**src/rtl/arrow_pkg.sv**
```systemverilog
// Shared types and constants for the lane-arrow sprite and its shape helper.
package arrow_pkg;

  localparam int unsigned COORD_W = 11;

  // Arrow pointing directions (value of the DIR parameter)
  localparam int unsigned DIR_LEFT  = 0;
  localparam int unsigned DIR_RIGHT = 1;
  localparam int unsigned DIR_UP    = 2;
  localparam int unsigned DIR_DOWN  = 3;

  // Signed screen coordinate, one bit wider than the scan counters so edge sums never wrap
  typedef logic signed [COORD_W-1:0] coord_t;

  typedef enum logic [1:0] {
    IDLE  = 2'd0,
    FALL  = 2'd1,
    FLASH = 2'd2
  } state_t;

  // Absolute value of a signed coordinate
  function automatic coord_t abs_c(input coord_t a);
    return a[COORD_W-1] ? -a : a;
  endfunction

endpackage

```
**src/rtl/arrow_shape.sv**
```systemverilog
// Combinational arrow coverage test: is scan point (x, y) inside an arrow centred at (xc, yc)?
// Ports:
//   x, y       scan position
//   xc, yc     arrow centre
//   covered_c  point lies in the triangular head or the rectangular shaft
module arrow_shape
  import arrow_pkg::*;
#(
  parameter int unsigned DIR = DIR_LEFT,
  parameter int unsigned HW  = 15
) (
  input  logic [9:0] x,
  input  logic [9:0] y,
  input  logic [9:0] xc,
  input  logic [9:0] yc,
  output logic       covered_c
);

  localparam coord_t HW_C     = coord_t'(HW);
  localparam coord_t NEG_HW_C = coord_t'(0) - coord_t'(HW);
  localparam coord_t SHAFT_C  = coord_t'(HW / 3);
  localparam coord_t ZERO_C   = coord_t'(0);

  coord_t dx;
  coord_t dy;
  coord_t u;
  coord_t v;
  coord_t av;
  logic   head;
  logic   shaft;

  // Rotate into a left-pointing local frame, then test head triangle and shaft bar
  always_comb begin
    dx = coord_t'({1'b0, x}) - coord_t'({1'b0, xc});
    dy = coord_t'({1'b0, y}) - coord_t'({1'b0, yc});
    case (DIR)
      DIR_RIGHT: begin u = -dx; v = dy; end
      DIR_UP:    begin u = dy;  v = dx; end
      DIR_DOWN:  begin u = -dy; v = dx; end
      default:   begin u = dx;  v = dy; end
    endcase
    av        = abs_c(v);
    head      = (u >= NEG_HW_C) && (u <= ZERO_C) && (av <= (u + HW_C));
    shaft     = (u > ZERO_C) && (u < HW_C) && (av < SHAFT_C);
    covered_c = head || shaft;
  end

endmodule

```
**src/rtl/arrow_sprite.sv**
```systemverilog
// Falling lane arrow: spawns at SPAWN_Y, drops STEP pixels per frame, is judged against
// the lane hit button around TARGET_Y, and flashes for FLASH_FRAMES frames after a hit.
// Ports:
//   clk, rst              clock, synchronous active-high reset
//   frame_tick, spawn     sequencer pulses
//   hit_btn               player button level for this lane
//   x, y                  scan position
//   pixel, flash          registered sprite coverage and hit-colour select (1-cycle latency)
//   active                arrow is falling or flashing
//   hit_pulse, miss_pulse one-cycle judgement pulses
//   yc                    current centre y
module arrow_sprite
  import arrow_pkg::*;
#(
  parameter int unsigned DIR          = DIR_LEFT,
  parameter int unsigned IX           = 50,
  parameter int unsigned SPAWN_Y      = 20,
  parameter int unsigned TARGET_Y     = 400,
  parameter int unsigned HW           = 15,
  parameter int unsigned STEP         = 2,
  parameter int unsigned HIT_WIN      = 12,
  parameter int unsigned FLASH_FRAMES = 8
) (
  input  logic       clk,
  input  logic       rst,
  input  logic       frame_tick,
  input  logic       spawn,
  input  logic       hit_btn,
  input  logic [9:0] x,
  input  logic [9:0] y,
  output logic       pixel,
  output logic       flash,
  output logic       active,
  output logic       hit_pulse,
  output logic       miss_pulse,
  output logic [9:0] yc
);

  localparam int unsigned CNT_W   = (FLASH_FRAMES < 2) ? 1 : $clog2(FLASH_FRAMES + 1);
  localparam logic [CNT_W-1:0] FLASH_INIT = CNT_W'(FLASH_FRAMES);
  localparam logic [9:0]       SPAWN_C    = 10'(SPAWN_Y);
  localparam logic [9:0]       IX_C       = 10'(IX);
  localparam coord_t           TARGET_C   = coord_t'(TARGET_Y);
  localparam coord_t           WIN_C      = coord_t'(HIT_WIN);
  localparam coord_t           MISS_C     = coord_t'(TARGET_Y + HIT_WIN);
  localparam coord_t           STEP_C     = coord_t'(STEP);

  state_t           state_q, state_d;
  logic [9:0]       yc_d;
  logic [CNT_W-1:0] cnt_q, cnt_d;
  logic             hit_q;
  logic             hit_d, miss_d;
  logic             hit_edge;
  logic             in_win;
  coord_t           yc_step;
  logic             covered_c;

  arrow_shape #(
    .DIR (DIR),
    .HW  (HW)
  ) u_shape (
    .x         (x),
    .y         (y),
    .xc        (IX_C),
    .yc        (yc),
    .covered_c (covered_c)
  );

  assign hit_edge = hit_btn && !hit_q;
  assign in_win   = abs_c(coord_t'({1'b0, yc}) - TARGET_C) <= WIN_C;
  assign yc_step  = coord_t'({1'b0, yc}) + STEP_C;

  // Next-state logic; a hit takes priority over both movement and miss
  always_comb begin
    state_d = state_q;
    yc_d    = yc;
    cnt_d   = cnt_q;
    hit_d   = 1'b0;
    miss_d  = 1'b0;
    case (state_q)
      IDLE: begin
        if (spawn) begin
          yc_d    = SPAWN_C;
          state_d = FALL;
        end
      end
      FALL: begin
        if (hit_edge && in_win) begin
          hit_d   = 1'b1;
          cnt_d   = FLASH_INIT;
          state_d = FLASH;
        end else if (frame_tick) begin
          yc_d = yc_step[9:0];
          if (yc_step > MISS_C) begin
            miss_d  = 1'b1;
            state_d = IDLE;
          end
        end
      end
      FLASH: begin
        if (frame_tick) begin
          if (cnt_q <= CNT_W'(1)) begin
            cnt_d   = '0;
            state_d = IDLE;
          end else begin
            cnt_d = cnt_q - CNT_W'(1);
          end
        end
      end
      default: state_d = IDLE;
    endcase
  end

  // State and output registers; pixel/flash reflect the state seen with the sampled scan point
  always_ff @(posedge clk) begin
    if (rst) begin
      state_q    <= IDLE;
      yc         <= SPAWN_C;
      cnt_q      <= '0;
      hit_q      <= 1'b0;
      pixel      <= 1'b0;
      flash      <= 1'b0;
      active     <= 1'b0;
      hit_pulse  <= 1'b0;
      miss_pulse <= 1'b0;
    end else begin
      state_q    <= state_d;
      yc         <= yc_d;
      cnt_q      <= cnt_d;
      hit_q      <= hit_btn;
      pixel      <= covered_c && (state_q != IDLE);
      flash      <= (state_q == FLASH);
      active     <= (state_d != IDLE);
      hit_pulse  <= hit_d;
      miss_pulse <= miss_d;
    end
  end

endmodule
```
**config.mk**
```make
export PLATFORM = sky130hd
export DESIGN_NAME = arrow_sprite
export DESIGN_NICKNAME = d
export VERILOG_FILES = /design/src/rtl/arrow_pkg.sv /design/src/rtl/arrow_shape.sv /design/src/rtl/arrow_sprite.sv
export SDC_FILE = /design/constraint.sdc
export NUM_CORES = 1
export LEC_CHECK = 0
export CAP_MARGIN = 0
export CELL_PAD_IN_SITES_DETAIL_PLACEMENT = 0
export CELL_PAD_IN_SITES_GLOBAL_PLACEMENT = 2
export CORE_MARGIN = 4
export CORE_UTILIZATION = 36
export CTS_BUF_LIST = sky130_fd_sc_hd__clkbuf_2 sky130_fd_sc_hd__clkbuf_4 sky130_fd_sc_hd__clkbuf_8
export DETAILED_ROUTE_END_ITERATION = 7
export GPL_ROUTABILITY_DRIVEN = 0
export GPL_TIMING_DRIVEN = 0
export HOLD_SLACK_MARGIN = 0.05
export PLACE_DENSITY = 0.95
export SKIP_LAST_GASP = 1
export SLEW_MARGIN = 40
export SYNTH_ARGS = -nofsm -noshare
export SYNTH_HDL_FRONTEND = slang
export SYNTH_SLANG_ARGS = --single-unit
```
**constraint.sdc**
```tcl
create_clock -name clk -period 8 [get_ports clk]
set_clock_uncertainty 0.05 [all_clocks]
set_input_delay 0.8 -clock clk [delete_from_list [all_inputs] [get_ports clk]]
set_output_delay 0.8 -clock clk [all_outputs]
set_load 0.05 [all_outputs]
```
==> summary.md, run 1 <==
| Metric | Value |
|---|---|
| Post-route DRC | `0` |
| Max incr delay on CP | `a little over 0.5 ns` |
| Skew-Pair Late Insertion Delay | `0.26 ns` |
| CTS sink cnt | `21` |
| # diodes | `0` |
| Global route overflow | `0` |
| Worst slew pin tran | `approximately 0.54 ns` |
| Layout Nets | `between 500 and 600` |
| Final Hold Viols | `0` |
| Comb power frac | `~45%` |
| Status | `finished clean` |
| Via Count | `slightly above 3000` |
| Min Tclk post-route | `approximately 4.8 ns` |
| Antenna violations before repair | `0` |
| Multi-input gate area | `2440 um2` |
| WS Path Type | `in2reg` |
| Hold path startpoint | `cnt_q[1]` |
| ANT nets after route | `0` |
| VDD IR max | `around 70 uV` |
| P_int | `approximately 0.21 mW` |
| Slew headroom | `63.3%` |
| CTS Buf Count | `3` |
| Max-Cap Viols | `0` |
| Area Overhead vs Synth | `17.0%` |
| Synth unique cells | `a little under 70` |
| Leak | `1.28 nW` |
| Syn Nets | `between 400 and 500` |
| Core ar. | `slightly above 8000 um2` |
| Critical Path RT | `approximately 8.1 ns` |
| Arr. time, crit path | `between 4 and 5 ns` |
| FF+latch count, synth | `21` |
| Cell Area, Synth | `3010 um2` |
| Port bufs | `33` |
| Filler cells | `between 800 and 900` |
| Placed Cells | `about 540` |
| Layout cell share with drive strength beyond 1 | `~5.7%` |
| Reg-to-reg endpoint | `pixel` |
| Mean post-synth cell area | `7.45 um2` |
| Max stage delay cell, worst path | `or4_1` |
| Most used DFF post-synth | `dfxtp_1` |
| GRT Total Usage | `15.9%` |
| Sw power | `around 0.12 mW` |
| Sequential power share | `around a third` |
| Postcts setup bufs | `0` |
| Switching Fraction | `a little over a third` |
| R2R depth | `17` |
| DR WL/cell | `roughly 15 um` |
| Critical Path Start Type | `input pin` |
| Final setup violation count | `0` |
| Row cnt | `33` |
| R2R Path Start | `yc[5]` |
| I/O pins | `40` |
| # hold bufs at CTS | `0` |
| PD cells | `93.3 nW/um2` |
| Setup TNS | `0 ns` |
| Cell Chain, Critical Path | `clkdlybuf4s50_1 > fa_1 > xnor2_1 > nor3b_1 > o211ai_1 > nor4_1 > a21oi_1 > xnor2_1 > ha_1 > nand3_1 > a21oi_1 > a221oi_1 > nor3_1 > nor4_1 > or4_1` |
| H-tree levels | `1` |
| Min-Delay Path Depth | `2` |
| Post-DP HPWL | `around 6300 um` |
| Die H | `99.4 um` |
| Unrepaired setup endpoints after global routing | `no` |
| Crit Path Max Fanout | `4` |
| Post-cts resize count | `0` |
| CTS tree | `built` |
| Routed Wire Length | `between 8000 and 9000 um` |
| Die W | `approximately 99 um` |
| Achievable Freq | `between 200 and 250 MHz` |
| Hold Path Class | `reg2reg` |
| Post-Syn Instances | `~400` |
| Clock Power Share | `22.4%` |
| 1st-iter DRT viols | `a little over 90` |
| Ys async rst share | `0%` |
| Sequential area share after synthesis | `approximately 14%` |
| EDFF count, synth | `0` |
| Sequential Area | `roughly 420 um2` |
| Number of global-route vias before repair | `around 2800` |
| Starting Density | `a little under two fifths` |
| Die Area | `between 9000 and 10000 um2` |
| Clock Pin Slew Worst Setup and Hold Paths | `around 0.070 ns` |
| Final cell count without fillers | `approximately 550` |
| Critical path endpoint category | `flip-flop` |
| First-pass GRT wire length | `13500 um` |
| Final period util | `59.6%` |
| Hold Path End | `cnt_q[1]` |
| CTS max path bufs | `2` |
| Slew Limit Fails | `0` |
| Routed vias/inst | `between 5 and 6` |
| Yosys warning total | `0` |
| Pin count of the biggest net entering global routing | `13` |
| Clk Tree Root Cell | `clkbuf_8` |
| Drt pass-1 iters | `4` |
| Reg-to-reg setup timing slack | `3.40 ns` |
## power groups by stage
stage	clock network (mW)	logic, mW	registers [mW]
floorplan	0	0.105	0.113
global placement	0	0.145	0.110
detailed placement	0	0.147	0.110
CTS	0.0754	0.149	0.107
global route	0.0804	0.168	0.108
finish	0.0737	0.148	0.107
## cell usage after synthesis (all sizes together), types with 10 or more instances
master | count | area (um2)
nor2 | 38 | 143
ha | 35 | 438
nand2 | 33 | 124
o21ai | 28 | 151
xnor2 | 23 | 209
dfxtp | 21 | 420
a21oi | 20 | 104
inv | 18 | 67.6
nor3 | 16 | 85.1
nand2b | 12 | 75.1
nand3 | 10 | 50.1
## cells by family after synthesis
group / Yosys count / synth area share, %
simple gates: 157 / 27.2
xor+xnor: 30 / 8.98
flops: 21 / 14.0
fa+ha+maj: 36 / 15.2
mux: 5 / 1.70
compound gates: 118 / 27.8
other cells: 2 / 0.250
buf+inv: 35 / 4.91
## metal layers
layer  up-vias  track usage, %  part of all wire (%)
li1       1569               -                     -
met1      1421            23.2                    50
met4         0           0.945                     0
met3         0            1.96                   2.9
met5         -               0                     0
met2        46            26.2                    47
## flip-flops by register name, indices dropped and copies added, names as in the netlist
| register | cells |
|---|---|
| miss_pulse | 1 |
| active | 1 |
| state_q | 2 |
| pixel | 1 |
| flash | 1 |
| hit_pulse | 1 |
| hit_q | 1 |
| cnt_q | 4 |
| yc | 9 |
## through the flow
| stage | hold slack [ns] | setup slack [ns] | instance area (um2) | utilization, % | power, mW |
|---|---|---|---|---|---|
| finish | 0.473 | 3.23 | 3520 | 43.1 | 0.329 |
| global placement | 0.461 | 3.01 | 3470 | 42.5 | 0.254 |
| floorplan | 0.435 | 3.71 | 3010 | - | 0.217 |
| global route | 0.517 | 2.87 | 3520 | 43.1 | 0.356 |
| detailed placement | 0.458 | 3.02 | 3470 | 42.5 | 0.257 |
| CTS | 0.472 | 3.23 | 3520 | 43.1 | 0.331 |
## placed cells by master, fill, tap and decap left out, drive strengths merged, types with 13 or more instances in the layout
| master | count |
|---|---|
| o21ai | 28 |
| a21oi | 20 |
| clkbuf | 13 |
| clkdlybuf4s50 | 33 |
| dfxtp | 21 |
| inv | 18 |
| nor2 | 38 |
| ha | 35 |
| nand2 | 33 |
| nor3 | 16 |
| xnor2 | 23 |
## worst max path at each step
stage	from	endpoint	slack, ns	depth (start not counted)
after floorplan	yc[1]	pixel	3.71	15
after global placement	y[1]	pixel	3.01	15
after detailed placement	y[1]	pixel	3.02	15
after CTS	y[1]	pixel	3.23	15
after global routing	y[1]	pixel	2.87	15
final	y[1]	pixel	3.23	15
## area by class of cell
cell class	instances	area share, %
Inverter	18	1.92
Clock buffer	4	1.39
Timing Repair Buffer	33	9.38
Multi-Input combinational cell	348	69.4
Sequential cell	21	11.9
Buffer	17	2.28
Tap cell	105	3.73
## worst max-delay path, delay by kind of cell
kind | cells | cell delay (ns)
buf+inv | 1 | 0.47
simple gates | 6 | 1.65
fa+ha+maj | 2 | 0.80
xor+xnor | 2 | 0.54
compound gates | 4 | 0.59
(Power assumes the default switching activity.)
==> run 2: changes to the inputs <==
--- a/config.mk
+++ b/config.mk
@@ -9,13 +9,13 @@
 export CELL_PAD_IN_SITES_DETAIL_PLACEMENT = 0
 export CELL_PAD_IN_SITES_GLOBAL_PLACEMENT = 2
 export CORE_MARGIN = 4
-export CORE_UTILIZATION = 36
+export CORE_UTILIZATION = 33
 export CTS_BUF_LIST = sky130_fd_sc_hd__clkbuf_2 sky130_fd_sc_hd__clkbuf_4 sky130_fd_sc_hd__clkbuf_8
 export DETAILED_ROUTE_END_ITERATION = 7
 export GPL_ROUTABILITY_DRIVEN = 0
 export GPL_TIMING_DRIVEN = 0
 export HOLD_SLACK_MARGIN = 0.05
-export PLACE_DENSITY = 0.95
+export PLACE_DENSITY = 0.94
 export SKIP_LAST_GASP = 1
 export SLEW_MARGIN = 40
 export SYNTH_ARGS = -nofsm -noshare
==> constraint.sdc (replaced) <==
create_clock -name clk -period 4.4 [get_ports clk]
set_clock_uncertainty 0.05 [all_clocks]
set_input_delay 0.44 -clock clk [delete_from_list [all_inputs] [get_ports clk]]
set_output_delay 0.44 -clock clk [all_outputs]
set_load 0.05 [all_outputs]
==> summary.md, run 2 (synthesis gave the netlist of run 1 again) <==
| Metric | Value |
|---|---|
| Status | `finished clean` |
| Final setup violation count | `0 (unchanged)` |
| Slew headroom | `62.8% (-0.48 points)` |
| Via Count | `3022 (-0.46%)` |
| WS Path Type | `in2reg` |
| Worst slew pin tran | `0.544 ns (+0.00699 ns)` |
| Routed vias/inst | `5.49 (-1.2%)` |
| Number of global-route vias before repair | `2870 (+3.5%)` |
| 1st-iter DRT viols | `125 (+34%)` |
| Post-DP HPWL | `6490 um (+2.5%)` |
| Critical Path RT | `4.49 ns (-3.59 ns)` |
| Sequential power share | `32.0% (-0.7 points)` |
| Arr. time, crit path | `4.25 ns (-0.60 ns)` |
| Final period util | `between 90% and 100%` |
| Leak | `1.33 nW (+4.0%)` |
| Achievable Freq | `between 200 and 250 MHz` |
| P_int | `0.385 mW (+83%)` |
| Die W | `103 um (+4.1%)` |
| Min Tclk post-route | `between 4 and 5 ns` |
| Unrepaired setup endpoints after global routing | `no` |
| Starting Density | `34.2% (-2.6 points)` |
| GRT Total Usage | `15.0% (-0.91 points)` |
| Placement Setup Slack | `-0.253 ns (-3.27 ns)` |
| Die H | `103 um (+4.1%)` |
| Buf/Inv on CP | `1 (unchanged)` |
| Filler cells | `931 (+7.9%)` |
| VDD IR max | `91.7 uV (+32%)` |
| H-tree levels | `1 (unchanged)` |
| Comb power frac | `47.4% (+2.5 points)` |
| Layout cell share with drive strength beyond 1 | `10.2% (+4.5 points)` |
| Cell Chain, Critical Path | `clkdlybuf4s50_1 > fa_1 > xnor2_2 > nor3b_4 > o211ai_1 > nor4_1 > a21oi_1 > xnor2_1 > ha_1 > nand3_1 > a21oi_1 > a221oi_2 > nor3_1 > nor4_1 > or4_1` |
| Reg-to-reg setup timing slack | `0.30 ns (-3.10 ns)` |
| Critical Path Start Type | `input pin` |
| Hold Path Class | `reg2reg` |
| Sw power | `0.225 mW (+89%)` |
| R2R Path Start | `yc[2]` |
| Largest regs | `yc: 9 flops, cnt_q: 4 flops, state_q: 2 flops` |
| CTS Buf Count | `3 (unchanged)` |
| Die Area | `10700 um2 (+8.3%)` |
| R2R depth | `15 (-2)` |
| Max stage delay cell, worst path | `fa_1` |
| Hold Path End | `cnt_q[1]` |
| Setup TNS | `0 ns (unchanged)` |
| Area Overhead vs Synth | `20.8%` |
| Global route overflow | `0 (unchanged)` |
| Core ar. | `8810 um2 (+7.7%)` |
| Power, Total | `0.610 mW (+86%)` |
| Layout Nets | `504 (+0.20%)` |
| Drt pass-1 iters | `4 (unchanged)` |
| Routed Wire Length | `8110 um (+0.60%)` |
| Skew-Pair Late Insertion Delay | `0.26 ns (about the same)` |
| PD cells | `168 nW/um2 (+80%)` |
| Port bufs | `33 (unchanged)` |
| CTS sink cnt | `21 (unchanged)` |
| ANT nets after route | `0 (unchanged)` |
| Min-Delay Path Depth | `2 (unchanged)` |
| Most frequent cells in the layout | `nor2_1 (38), ha_1 (34), nand2_1 (33), clkdlybuf4s50_1 (32), o21ai_0 (25)` |
| Switching Fraction | `36.9% (+0.76 points)` |
| Crit Path Max Fanout | `4 (unchanged)` |
| CTS max path bufs | `2 (unchanged)` |
| Clock Power Share | `20.6% (-1.8 points)` |
| I/O pins | `40 (unchanged)` |
| Hold path startpoint | `cnt_q[1]` |
| Clk Tree Root Cell | `clkbuf_8` |
| # diodes | `0 (unchanged)` |
| # hold bufs at CTS | `0 (unchanged)` |
| Reg with most FFs | `yc` |
| Final worst slack | `0.244 ns (-2.99 ns)` |
| Setup crit start | `y[1]` |
| Reg-to-reg endpoint | `pixel` |
| First-pass GRT wire length | `13400 um (-0.36%)` |
| Max-Cap Viols | `0 (unchanged)` |
| Antenna violations before repair | `0 (unchanged)` |
| Most common cell after layout, fill and taps aside | `nor2_1` |
| Final Hold Viols | `0 (unchanged)` |
| Pin count of the biggest net entering global routing | `13 (unchanged)` |
| Row cnt | `34 (+3.0%)` |
| Critical path endpoint category | `flip-flop` |
| Clock Pin Slew Worst Setup and Hold Paths | `0.08 ns (about the same)` |
| Slew Limit Fails | `0 (unchanged)` |
| Max reg flops | `9 (unchanged)` |
| Max incr delay on CP | `0.53 ns (+0.02 ns)` |
| DR WL/cell | `14.7 um (-0.14%)` |
| Post-route DRC | `0 (unchanged)` |
| CP delay by family, top | `simple AND/OR/NAND/NOR gates` |
| CTS tree | `built` |
-- run 2: layout make-up --
class	count	area, um2	share of cell area, %
Clock buffer	3	41.3	1.14
Multi-Input combinational cell	348	2520	69.4
Clock inverter	1	5.00	0.138
Sequential cell	21	425	11.7
Tap cell	108	135	3.72
Inverter	18	71.3	1.96
Timing Repair Buffer	35	348	9.57
Buffer	16	85.1	2.34
-- run 2: repair_timing --
item / CTS / global route
pin swaps: 0 / 2
buffers inserted: 0 / 2
setup endpoints to repair: 1 / 1
resized for setup: 4 / 23
-- run 2: worst register-to-register path: stages, from the launching register on --
cell and delay (ns):
dfxtp_1 0.49, inv_1 0.19, ha_1 0.41, xnor2_2 0.26, nor3b_4 0.28, o211ai_1 0.20, nor4_1 0.33, a21oi_1 0.13
xnor2_1 0.18, ha_1 0.34, nand3_1 0.10, a21oi_1 0.16, a221oi_2 0.10, nor3_1 0.20, nor4_1 0.07, or4_1 0.50
-- run 2: metrics by stage --
step | hold slack [ns] | area (um2) | util (%) | std cells
floorplan | 0.435 | 3010 | - | 404
global placement | 0.459 | 3470 | 39.5 | 545
detailed placement | 0.463 | 3470 | 39.5 | 545
CTS | 0.479 | 3530 | 40.1 | 549
global route | 0.512 | 3630 | 41.3 | 550
finish | 0.477 | 3630 | 41.3 | 550
-- run 2: worst max-delay path by stage --
stage / to / depth (start not counted) / slack [ns]
finish: pixel / 15 / 0.24
detailed placement: pixel / 15 / -0.25
global placement: pixel / 15 / -0.24
floorplan: pixel / 15 / 0.11
CTS: pixel / 15 / 0.11
global route: pixel / 15 / 0.01
-- run 2: power by group through the flow --
stage                     combinational [mW]  clock [mW]  sequential (mW)
after global routing                   0.324       0.138            0.196
final                                  0.289       0.126            0.195
after detailed placement               0.268           0            0.200
after CTS                              0.272       0.129            0.195
after floorplan                        0.190           0            0.205
after global placement                 0.263           0            0.200
-- run 2: per-layer routing --
layer | wire length (um) | GRT usage [%] | share of wire, %
met1 | 4230 | 22.6 | 52
met2 | 3630 | 24.1 | 45
met3 | 226 | 0.738 | 2.8
met4 | 28 | 1.69 | 0.35
met5 | 0 | 0 | 0
